## src/rtl/ez8_pkg.sv

```systemverilog
// ============================================================================
//  Package  : ez8_pkg
//  Brief    : Shared constants and types for the ez8 program-counter sequencer.
//  Revision : 1.0 - initial release
// ============================================================================
`default_nettype none

package ez8_pkg;

  localparam int EZ8_ADDR_W = 12;

  // Opcode prefixes decoded upstream into goto/call/ret strobes.
  localparam logic [2:0] OP_GOTO = 3'b100;
  localparam logic [3:0] OP_CALL = 4'b1001;
  localparam logic [3:0] OP_RET  = 4'b1101;

  typedef enum logic [2:0] {
    SEQ  = 3'd0,
    GOTO = 3'd1,
    CALL = 3'd2,
    RET  = 3'd3,
    IRQ  = 3'd4,
    SKIP = 3'd5,
    HALT = 3'd6
  } cause_e;

  // Fixed arbitration order: halt > ret > call > goto > irq > skip > sequential.
  function automatic cause_e pick_cause(input logic live, input logic halt,
                                        input logic ret, input logic call,
                                        input logic jump, input logic irq_req,
                                        input logic skip);
    cause_e c;
    c = SEQ;
    if (live) begin
      if (halt)         c = HALT;
      else if (ret)     c = RET;
      else if (call)    c = CALL;
      else if (jump)    c = GOTO;
      else if (irq_req) c = IRQ;
      else if (skip)    c = SKIP;
    end
    return c;
  endfunction

endpackage

`default_nettype wire

```

## src/rtl/ez8_ret_stack.sv

```systemverilog
// ============================================================================
//  Module   : ez8_ret_stack
//  Brief    : Shift-register LIFO for return addresses; entry 0 is always top.
//  Revision : 1.0 - initial release
// ============================================================================
`default_nettype none

module ez8_ret_stack
  import ez8_pkg::*;
#(
  parameter int WIDTH = EZ8_ADDR_W,
  parameter int DEPTH = 8
) (
  input  logic                         clk,
  input  logic                         reset,
  input  logic                         push,
  input  logic                         pop,
  input  logic [WIDTH-1:0]             din,
  output logic [WIDTH-1:0]             top,
  output logic [$clog2(DEPTH+1)-1:0]   depth,
  output logic                         full,
  output logic                         empty
);

  localparam int DW = $clog2(DEPTH+1);

  logic [WIDTH-1:0] r_mem [DEPTH];
  logic [DW-1:0]    r_depth;
  logic             w_do_push;
  logic             w_do_pop;

  assign full      = (r_depth == DW'(DEPTH));
  assign empty     = (r_depth == '0);
  assign w_do_push = push & ~full;
  assign w_do_pop  = pop & ~empty & ~push;

  // Storage is left unreset; only occupancy matters for correctness.
  always_ff @(posedge clk) begin
    if (w_do_push) begin
      r_mem[0] <= din;
      for (int i = 1; i < DEPTH; i++) r_mem[i] <= r_mem[i-1];
    end else if (w_do_pop) begin
      for (int i = 0; i < DEPTH - 1; i++) r_mem[i] <= r_mem[i+1];
    end
  end

  always_ff @(posedge clk) begin
    if (!reset) begin
      r_depth <= '0;
    end else if (w_do_push) begin
      r_depth <= r_depth + DW'(1);
    end else if (w_do_pop) begin
      r_depth <= r_depth - DW'(1);
    end
  end

  assign top   = r_mem[0];
  assign depth = r_depth;

endmodule

`default_nettype wire

```

## src/rtl/ez8_pc_seq.sv

```systemverilog
// ============================================================================
//  Module   : ez8_pc_seq
//  Brief    : Program-counter sequencer with return stack, halt and errors.
//             Interrupt vectoring is enabled by defining EZ8_PC_IRQ_EN.
//  Revision : 1.0 - initial release
// ============================================================================
`default_nettype none

module ez8_pc_seq
  import ez8_pkg::*;
#(
  parameter int ADDR_W      = EZ8_ADDR_W,
  parameter int STACK_DEPTH = 8,
  parameter int RESET_VEC   = 0,
  parameter int IRQ_VEC     = 4
) (
  input  logic                               clk,
  input  logic                               reset,
  input  logic                               pause,
  input  logic                               goto,
  input  logic                               call,
  input  logic                               ret,
  input  logic                               halt,
  input  logic                               skip,
  input  logic [ADDR_W-1:0]                  goto_addr,
  input  logic                               irq,
  input  logic                               gie,
  output logic [ADDR_W-1:0]                  pc_out,
  output logic                               kill,
  output logic                               irq_ack,
  output logic                               stopped,
  output logic                               error,
  output logic [$clog2(STACK_DEPTH+1)-1:0]   depth
);

  localparam logic [ADDR_W-1:0] c_RESET_VEC = ADDR_W'(RESET_VEC);
  localparam logic [ADDR_W-1:0] c_IRQ_VEC   = ADDR_W'(IRQ_VEC);

  logic [ADDR_W-1:0] r_pc;
  logic              r_kill;
  logic              r_stopped;
  logic              r_error;
  logic              r_irq_ack;

  logic [ADDR_W-1:0] w_pc_nxt;
  logic              w_kill_nxt;
  logic              w_stopped_nxt;
  logic              w_error_nxt;
  logic              w_ack_nxt;
  logic              w_run;
  logic              w_irq_req;
  cause_e            w_cause;

  logic              w_push;
  logic              w_pop;
  logic [ADDR_W-1:0] w_push_data;
  logic [ADDR_W-1:0] w_top;
  logic              w_full;
  logic              w_empty;

`ifdef EZ8_PC_IRQ_EN
  assign w_irq_req = irq & gie;
`else
  logic w_unused_irq;
  assign w_irq_req    = 1'b0;
  assign w_unused_irq = irq ^ gie;
`endif

  assign w_run   = ~pause & ~r_stopped;
  assign w_cause = pick_cause(w_run & ~r_kill, halt, ret, call, goto, w_irq_req, skip);

  always_comb begin
    w_pc_nxt      = r_pc;
    w_kill_nxt    = r_kill;
    w_stopped_nxt = r_stopped;
    w_error_nxt   = r_error;
    w_ack_nxt     = 1'b0;
    w_push        = 1'b0;
    w_pop         = 1'b0;
    w_push_data   = r_pc;
    if (w_run) begin
      unique case (w_cause)
        HALT: w_stopped_nxt = 1'b1;
        RET: begin
          if (!w_empty) begin
            w_pc_nxt   = w_top;
            w_pop      = 1'b1;
            w_kill_nxt = 1'b1;
          end else begin
            w_error_nxt   = 1'b1;
            w_stopped_nxt = 1'b1;
          end
        end
        // An interrupt resumes at the squashed instruction, i.e. pc_out-1.
        CALL, IRQ: begin
          if (!w_full) begin
            w_push      = 1'b1;
            w_push_data = (w_cause == IRQ) ? r_pc - ADDR_W'(1) : r_pc;
            w_pc_nxt    = (w_cause == IRQ) ? c_IRQ_VEC : goto_addr;
            w_kill_nxt  = 1'b1;
            w_ack_nxt   = (w_cause == IRQ);
          end else begin
            w_error_nxt   = 1'b1;
            w_stopped_nxt = 1'b1;
          end
        end
        GOTO: begin
          w_pc_nxt   = goto_addr;
          w_kill_nxt = 1'b1;
        end
        SKIP: begin
          w_pc_nxt   = r_pc + ADDR_W'(1);
          w_kill_nxt = 1'b1;
        end
        default: begin
          w_pc_nxt   = r_pc + ADDR_W'(1);
          w_kill_nxt = 1'b0;
        end
      endcase
    end
  end

  always_ff @(posedge clk) begin
    if (!reset) begin
      r_pc      <= c_RESET_VEC;
      r_kill    <= 1'b1;
      r_stopped <= 1'b0;
      r_error   <= 1'b0;
      r_irq_ack <= 1'b0;
    end else begin
      r_pc      <= w_pc_nxt;
      r_kill    <= w_kill_nxt;
      r_stopped <= w_stopped_nxt;
      r_error   <= w_error_nxt;
      r_irq_ack <= w_ack_nxt;
    end
  end

  ez8_ret_stack #(
    .WIDTH (ADDR_W),
    .DEPTH (STACK_DEPTH)
  ) u_stack (
    .clk   (clk),
    .reset (reset),
    .push  (w_push),
    .pop   (w_pop),
    .din   (w_push_data),
    .top   (w_top),
    .depth (depth),
    .full  (w_full),
    .empty (w_empty)
  );

  assign pc_out  = r_pc;
  assign kill    = r_kill;
  assign stopped = r_stopped;
  assign error   = r_error;
  assign irq_ack = r_irq_ack;

endmodule

`default_nettype wire

```

## config.mk

```make
export PLATFORM = sky130hd
export DESIGN_NAME = ez8_pc_seq
export DESIGN_NICKNAME = d
export VERILOG_FILES = /design/src/rtl/ez8_pkg.sv /design/src/rtl/ez8_ret_stack.sv /design/src/rtl/ez8_pc_seq.sv
export SDC_FILE = /design/constraint.sdc
export NUM_CORES = 1
export LEC_CHECK = 0
export ABC_CLOCK_PERIOD_IN_PS = 9050
export CAP_MARGIN = 30
export CORE_MARGIN = 8
export CORE_UTILIZATION = 45
export CTS_CLUSTER_SIZE = 10
export DETAILED_ROUTE_END_ITERATION = 10
export DONT_BUFFER_PORTS = 1
export GPL_ROUTABILITY_DRIVEN = 0
export GPL_TIMING_DRIVEN = 0
export HOLD_SLACK_MARGIN = 0.02
export PLACE_DENSITY_LB_ADDON = 0.25
export SKIP_LAST_GASP = 1
export SLEW_MARGIN = 40
export SYNTH_ARGS = -nofsm -noshare
export SYNTH_HDL_FRONTEND = slang
export SYNTH_HIERARCHICAL = 1
export SYNTH_SLANG_ARGS = --single-unit
```

## constraint.sdc

```tcl
create_clock -name clk -period 9.05 [get_ports clk]
set_input_delay 0.905 -clock clk [delete_from_list [all_inputs] [get_ports clk]]
set_output_delay 0.905 -clock clk [all_outputs]
set_load 0.02 [all_outputs]
```

**Word-level counts from Yosys, hierarchy flattened**

Memories as Yosys holds them, arrays and structs flattened.
Cells that the tools add are included.

- Flip-flop bits (word level): 20
- Latch bits: 0
- Bits in writable memories: 96
- Bits in read-only memories: 0
- Bits of input ports: 22
- Output and inout port bits: 20
- Logic and storage cells: 95
- Memories: 1

- Add/sub/neg operators: 4
- Multipliers: 0
- Div/mod/pow operators: 0
- Magnitude comparators: 0
- Equality and inequality tests: 11
- Shifts and indexed selects: 0
- Mux-type cells: 41
- Bitwise operators: 22
- Reduce and logical (&&, ||, !) cells: 10

Memory list:

| name | depth | width | rd ports | clocked after Yosys merged registers in | wr ports | RTL line | source |
|---|---|---|---|---|---|---|---|
| u_stack.r_mem | 8 | 12 | 8 | 0 | 8 | ez8_ret_stack.sv:27 | `logic [WIDTH-1:0] r_mem [DEPTH];` |

Operators with widths:

| operator | number |
|---|---|
| $mux 12 | 14 |
| $pmux 12 s4 | 1 |
| $mux 3 | 6 |
| $mux 1 | 15 |
| $add 12x1->12 const B | 1 |
| $reduce_and 4->1 | 3 |
| $sub 12x1->12 const B | 1 |
| $not 1->1 | 10 |
| $eq 3x3->1 const B | 3 |
| $mux 4 | 2 |
| $or 1x1->1 | 7 |
| $eq 3x2->1 const B | 2 |
| $and 1x1->1 | 5 |
| $add 4x1->4 const B | 1 |
| $eq 4x4->1 const B | 1 |
| $logic_not 4->1 | 1 |
| $ne 2x1->1 const B | 2 |
| $ne 2x2->1 const B | 2 |
| $pmux 1 s4 | 1 |
| $reduce_bool 2->1 | 2 |
| $reduce_or 2->1 | 2 |
| $reduce_or 4->1 | 1 |
| $sub 4x1->4 const B | 1 |
| $eq 3x1->1 const B | 1 |
| 3 further kinds | 3 |

**Logic depth before layout (Yosys ltp)**

Gate-level depths: netlist (run 1).

- Depth after elaboration: 16
- Gate-level depth with buffers: 11
- Depth with buffers taken out: 9

**By module**

Netlist (run 1), hierarchy kept.

By module, submodules not included:

| module | instances | cells each | area an instance (µm²) | seq. area each (µm²) |
|---|---|---|---|---|
| ez8_ret_stack | 1 | 255 | 4,287.9 | 2,962.8 |
| ez8_pc_seq | 1 | 172 | 1,296.2 | 320.3 |

**Worst setup path after synthesis (run 1)**

Ideal clock, no wire load.

- Path kind: input to register
- From: in pause
- To: mem u_stack/r_mem[0][0] in the netlist's numbering, enable pin
- Setup time: 458 ps
- Data arrival time: 4,247 ps
- Data required time: 8,592 ps
- Setup slack: 4,345 ps
- Stages on the path: 6
- Buffers on the path: 2
- Path through: or4_4 buf_2 nor2_1 nor3b_2 buf_4 nand2b_1

RTL lines:

| what | RTL line | source |
|---|---|---|
| start, declared | ez8_pc_seq.sv:19 | `input logic pause,` |
| end, declared | ez8_ret_stack.sv:27 |  |

**Worst setup path after layout (run 1)**

- From: reg u_stack.r_depth[3] (netlist: u_stack/depth[3])
- To: reg u_stack.r_depth[3] (netlist: u_stack/depth[3])

- Cells in the longest elaborated chain, start to end: 7
- Elaborated cells between the ends (all ways): 19
- Those cells by class: 2 x add/sub; 1 x eq/ne; 8 x mux; 6 x bitwise; 2 x reduce/logical

RTL lines:

| what | RTL line | source |
|---|---|---|
| start, declared | ez8_ret_stack.sv:28 | `logic [DW-1:0] r_depth;` |
| start signal, assigned | ez8_ret_stack.sv:51 | `r_depth <= r_depth + DW'(1);` |
| start signal, assigned | ez8_ret_stack.sv:53 | `r_depth <= r_depth - DW'(1);` |
| $eq 4x4->1 * | ez8_ret_stack.sv:32 | `assign full = (r_depth == DW'(DEPTH));` |
| named net w_full | ez8_pc_seq.sv:58 | `logic w_full;` |
| $mux 1 * | ez8_pc_seq.sv:96 | `if (!w_full) begin` |
| $mux 1 * | ez8_pc_seq.sv:82 | `unique case (w_cause)` |
| $mux 1 * | ez8_pc_seq.sv:81 | `if (w_run) begin` |
| named net w_push | ez8_pc_seq.sv:54 | `logic w_push;` |
| $not 1->1 | ez8_ret_stack.sv:35 | `assign w_do_pop = pop & ~empty & ~push;` |
| $and 1x1->1 | ez8_ret_stack.sv:35 |  |
| $reduce_bool 2->1 (no source line) | n/a |  |

Mark *: on every way through the listed nets, which the timed path passes. The rest lies on a longest branch. The select of a mux whose other input is x is not followed.
A chain may end at the register's enable or synchronous reset.

==> metrics.txt, run 1 <==
count leader, synth edfxtp_1; Tmin final 3.40 ns; Worst slew margin 46.2%; post-DP HPWL 8820 um; post-route ant nets 0; post-detailed-route DRC marker count 0; post-DR wirelength/cell 21.1 um; post-synth top area cell edfxtp_1; final hold violation count 0; number of hold buffers added after cts 0; vias in the first global route 3609; Worst-path clk slew 0.05 ns; CTS tree yes; Clk network pwr share 53.2%; Die W 127 um; Setup Fix Bufs, Post-CTS 0; Rows 40; Routed WL 13300 um; WL met1 5680 um; H-tree Lvls 4; total grt overflow 0; r2r setup slk 5.65 ns; Pwr per Cell Area 210 mW/mm2; CP Capture Type register; FMAX 294 MHz; maximum vdd drop 0.123 mV; sequential power share 43.5%; vias per cell 5.67; Req. time, crit path 9.39 ns; Num CTS Buffers 17; Met3 Routed Length 942 um; Initial DRC Count 316; P&R area growth vs syn 15.8%; I/O pin count 42; first-pass iteration count of the detailed router 5; Worst Skew 0.00944 ns; CP max FO 12; Highest Signal Layer met5; Die H 127 um; post-cts repair resize count 0; crit path kind register to register; clk sinks 116; CTS root buffer clkbuf_16; HP Class register to register; top-area cell type share of the netlist area 51.6%; Switching Fraction 20.2%; synthesized cell area 0.00558 mm2; effective utilization at floorplan 46.3%; final core occ 53.6%; Synth area leaders edfxtp_1, mux2_2, dfxtp_1; dominant synthesized flop cell edfxtp_1; Async S/R FF share, synth 0%; crit path DAT 3.75 ns; Tcrit/Tclk final 37.6%; Leak 2.27 nW; die footprint 0.0162 mm2; Avg Cell Area, Syn 13.1 um2; nets@finish 474; P_int 1.08 mW; Unique masters post-synth 64; Buffers on Ports 0; worst-margin pin slew 0.805 ns; sequential area share after synthesis 58.8%; Psw 275 uW; syn nets 454; max-cap viol count 0; share of cells above drive strength 1 28.0%; Skew-Pair Late Insertion Delay 0.42 ns; RSZ-0062 raised after global routing no; Yosys Warn Count 6; Post-Synthesis Cells 427; area of the core 0.0121 mm2; via count 3565; Worst setup SP type register; status complete, no violations; metal2 WL 6450 um; initial antenna violation count 2; power share of the combinational group 3.3%; number of flops mapped to enable cells by yosys 96; Yosys reg bits 116; final setup violation count 0; final setup TNS 0 ns; first-pass GRT wire length 20500 um; largest net degree at the start of global routing 44; Max Root-Sink Buffers 2; GRT Total Usage 17.1%; Commonest cells post-synth edfxtp_1, mux2_2, nand2_1; max-slew violation count 0
-- registers in the layout, summed over array words and instances (netlist names) --
| name | flops |
|---|---|
| error | 1 |
| u_stack/r_mem | 96 |
| irq_ack | 1 |
| u_stack/depth | 4 |
| stopped | 1 |
| kill | 1 |
| pc_out | 12 |
-- cells in the final DEF, fill, tap and decap left out, types with 3 or more instances in the layout --
| cell type | netlist | routed |
|---|---|---|
| edfxtp_1 | 96 | 96 |
| mux2_2 | 54 | 54 |
| nand2_1 | 50 | 50 |
| dfxtp_1 | 20 | 20 |
| clkbuf_1 | 16 | 18 |
| mux2_1 | 18 | 18 |
| clkbuf_16 | 0 | 17 |
| buf_4 | 15 | 15 |
| o21ai_0 | 12 | 12 |
| buf_2 | 11 | 11 |
| a21oi_1 | 8 | 8 |
| inv_1 | 7 | 7 |
| nand2b_1 | 8 | 7 |
| nor2_1 | 7 | 7 |
| a31oi_1 | 6 | 6 |
| o22ai_1 | 6 | 6 |
| o32ai_1 | 6 | 6 |
| nor3_1 | 5 | 5 |
| bufinv_16 | 0 | 5 |
| and3_1 | 4 | 4 |
| nand3_1 | 4 | 4 |
| a211oi_1 | 4 | 4 |
| or2_2 | 4 | 4 |
| ha_1 | 4 | 4 |
| clkinvlp_4 | 0 | 4 |
| o21a_1 | 3 | 3 |
| buf_6 | 3 | 3 |
| a311oi_1 | 3 | 3 |
| a22o_1 | 3 | 3 |
| o211a_1 | 3 | 3 |
| o31ai_1 | 3 | 3 |
-- logic make-up (layout without fill, tap and decap cells) --
family                     Yosys count  after routing  share of synthesized area [%]
AOI/OAI and AO/OA                   78             78                           10.3
muxes                               74             74                           14.9
DFF                                116            116                           58.8
adders and majority gates            5              5                           1.25
buffers and inverters               55             88                           5.36
other                                1              2                         0.0672
and+or+nand+nor                     97             97                           9.23
xor gates and xnor gates             1              1                          0.157
-- worst paths after layout --
kind,to,from,cells past startpoint
setup / recovery,u_stack/depth[3],u_stack/depth[3],11
setup reg to reg,u_stack/depth[3],u_stack/depth[3],11
hold reg to reg,u_stack/r_mem[0][94],u_stack/r_mem[0][82],0
hold / removal,u_stack/r_mem[0][94],u_stack/r_mem[0][82],0
-- final cells by class --
cell class / count / area [um2]
diodes: 1 / 2.50
inverters: 9 / 33.8
clock inverters: 13 / 206
well taps: 168 / 210
clock buffers: 19 / 433
plain buffers: 46 / 265
repair buffers: 1 / 20.0
fillers: 1039 / 5600
flip-flops and latches: 116 / 3280
multi-input cells: 256 / 2010
-- stage by stage --
step / hold slack, ns / setup slack (ns) / std cells / instance area [um2] / total power, mW
6_report: 0.448 / 5.65 / 629 / 6460 / 1.36
5_1_grt: 0.463 / 5.47 / 629 / 6460 / 1.40
4_1_cts: 0.449 / 5.63 / 628 / 6460 / 1.37
3_5_place_dp: 0.435 / 5.36 / 596 / 5820 / 0.646
3_3_place_gp: 0.428 / 3.37 / 595 / 5790 / 0.645
2_1_floorplan: 0.420 / 4.35 / 427 / 5580 / 0.632
-- power groups by stage --
| stage | Sequential (mW) | Clock (mW) | Combinational, mW |
|---|---|---|---|
| after floorplan | 0.599 | 0 | 0.0331 |
| after global routing | 0.592 | 0.760 | 0.0481 |
| final | 0.592 | 0.723 | 0.0442 |
| after detailed placement | 0.602 | 0 | 0.0434 |
| after global placement | 0.603 | 0 | 0.0422 |
| after CTS | 0.591 | 0.740 | 0.0437 |
-- per-layer routing --
metal	GRT usage, %	vias up
li1	-	1647
met1	20.5	1793
met2	26.7	103
met3	6.70	20
met4	7.35	2
met5	0	-
-- critical path, cell delays in order (launching register included) --
cell and delay (ns):
dfxtp_1 0.54, nor4b_2 0.73, or3b_2 0.25, nor2_1 0.07
nand2b_1 0.09, buf_4 0.17, buf_2 0.38, ha_1 0.31
a21o_1 0.18, a21oi_1 0.18, mux2i_1 0.23, mux2i_1 0.19
(Power assumes the default switching activity.)
==> run 2: changes to the inputs <==
ABC_CLOCK_PERIOD_IN_PS = 3500   (was 9050)
clock period = 3.5 ns   (was 9.05 ns; I/O delays follow)
==> run 2 against run 1 <==
  * Via count fell by 0.81%
  * Die area unchanged
  * Cell area down 0.46%
  * Global-route usage up 0.064 points
  * Non-clock buffer count is the same
  * Maximum frequency grew 5.2%
  * Highest routed layer unchanged
  * Setup slack worse by 5.4 ns
  * Sequential power rose to 2.6 times the previous value
  * Critical endpoint unchanged
  * Combinational power rose to 2.6 times the previous value
  * Register-to-register slack lost 5.4 ns
  * Core utilization shrank 0.25 points
  * Largest power group unchanged
==> metrics.txt, run 2 (synthesized netlist as in run 1, its figures left out) <==
P&R area growth vs syn 15.2%; total power 3.42 mW (+150%); Die H 127 um (unchanged); initial antenna violation count 2 (unchanged); Rows 40 (unchanged); largest net degree at the start of global routing 44 (unchanged); Worst Skew 0.00945 ns (+0.0000151 ns); Worst-path clk slew 0.05 ns (about the same); worst setup margin 0.264 ns (-5.38 ns); maximum vdd drop 0.403 mV (+230%); first-pass GRT wire length 20700 um (+0.77%); vias in the first global route 3636 (+0.75%); Max Root-Sink Buffers 2 (unchanged); effective utilization at floorplan 46.3% (unchanged); GRT Total Usage 17.1% (+0.064 points); post-DR wirelength/cell 21.1 um (+0.11%); Fillers 1038 (-0.096%); Post-Place Worst Slack 0.0710 ns (-5.29 ns); largest reg by FF count u_stack/r_mem; Tcrit/Tclk final 92.5% (+55 points); clk sinks 116 (unchanged); crit path DAT 3.57 ns (-0.18 ns); Skew-Pair Late Insertion Delay 0.42 ns (about the same); max-slew violation count 0 (unchanged); via count 3536 (-0.81%); final hold violation count 0 (unchanged); sequential power share 44.7% (+1.2 points); crit path kind register to register; final setup violation count 0 (unchanged); Buffers on Ports 0 (unchanged); CTS tree yes; H-tree Lvls 4 (unchanged); max reg flops 96 (unchanged); worst-margin pin slew 0.735 ns (-0.0709 ns); die footprint 0.0162 mm2 (unchanged); post-route ant nets 0 (unchanged); Leak 2.27 nW (-0.27%); register area 0.00328 mm2 (unchanged); Worst slew margin 50.9% (+4.7 points); Setup Fix Bufs, Post-CTS 0 (unchanged); first-pass iteration count of the detailed router 5 (unchanged); commonest non-fill, non-tap cell in the layout edfxtp_1; Initial DRC Count 378 (+20%); area of the multi-input gates 0.00202 mm2 (+0.44%); Clk network pwr share 52.0% (-1.2 points); area of the core 0.0121 mm2 (unchanged); P_int 2.73 mW (+150%); most frequent cells in the layout edfxtp_1, mux2_2, nand2_1, clkbuf_1, dfxtp_1; Switching Fraction 20.3% (+0.11 points); RSZ-0062 raised after global routing no; nets@finish 474 (unchanged); share of cells above drive strength 1 27.8% (-0.22 points); max-cap viol count 0 (unchanged); total grt overflow 0 (unchanged); CTS root buffer clkbuf_16; Req. time, crit path 3.84 ns (-5.55 ns); post-DP HPWL 8770 um (-0.57%); power share of the combinational group 3.3% (about the same); post-detailed-route DRC marker count 0 (unchanged); HP Class primary input to register; CP max FO 12 (unchanged); I/O pin count 42 (unchanged); number of hold buffers added after cts 0 (unchanged); FMAX 309 MHz (+5.2%); Num CTS Buffers 17 (unchanged); post-cts repair resize count 0 (unchanged); Pwr per Cell Area 532 mW/mm2 (+150%); CP Capture Type register; Die W 127 um (unchanged); Psw 696 uW (+150%); Routed WL 13300 um (+0.11%); Worst setup SP type register; Tmin final 3.24 ns (-0.167 ns); status complete, no violations; vias per cell 5.62 (-0.81%)
run 2: through the flow:
step | cell area [um2] | util (%) | TNS, ns | hold WS (ns) | cells
CTS | 6420 | 53.2 | 0 | 0.0474 | 628
detailed placement | 5820 | 48.3 | 0 | 0.431 | 596
global placement | 5800 | 48.1 | -51.38 | 0.427 | 595
global route | 6430 | 53.3 | 0 | 0.0561 | 629
floorplan | 5590 | - | 0 | 0.420 | 427
finish | 6430 | 53.3 | 0 | 0.0702 | 629
run 2: area by class of cell:
type | count | area share, %
flip-flops and latches | 116 | 51.0
diodes | 1 | 0.0389
multi-input cells | 256 | 31.4
clock inverters | 11 | 2.49
inverters | 9 | 0.525
plain buffers | 46 | 4.12
repair buffers | 1 | 0.311
well taps | 168 | 3.27
clock buffers | 21 | 6.85
run 2: worst paths after layout:
check	cells after the start	slack, ns	to	from
setup / recovery	11	0.26	u_stack/depth[3]	u_stack/depth[0]
hold / removal	1	0.07	u_stack/depth[2]	reset
setup reg to reg	11	0.26	u_stack/depth[3]	u_stack/depth[0]
hold reg to reg	0	0.45	u_stack/r_mem[0][84]	u_stack/r_mem[0][72]
run 2: metal layers:
layer | track usage (%) | vias up | part of all wire [%]
met5 | 0 | - | 0.098
met4 | 6.93 | 2 | 1.7
met3 | 7.53 | 19 | 8.0
met2 | 26.8 | 89 | 48
met1 | 20.3 | 1777 | 42
li1 | - | 1649 | -
run 2: power by group through the flow:
stage | registers (mW) | logic (mW) | clock network, mW
floorplan | 1.55 | 0.0856 | 0
global placement | 1.56 | 0.109 | 0
detailed placement | 1.56 | 0.113 | 0
CTS | 1.53 | 0.113 | 1.81
global route | 1.53 | 0.126 | 1.87
finish | 1.53 | 0.114 | 1.78
run 2: worst max-delay path, stage by stage, from the launching register on:
cell and delay (ns):
dfxtp_1 0.67, nor4b_4 0.16, or3b_2 0.48, nor2_1 0.21
nand2b_1 0.09, buf_4 0.18, buf_2 0.26, ha_1 0.32
a21o_1 0.18, a21oi_1 0.17, mux2i_1 0.25, mux2i_1 0.20
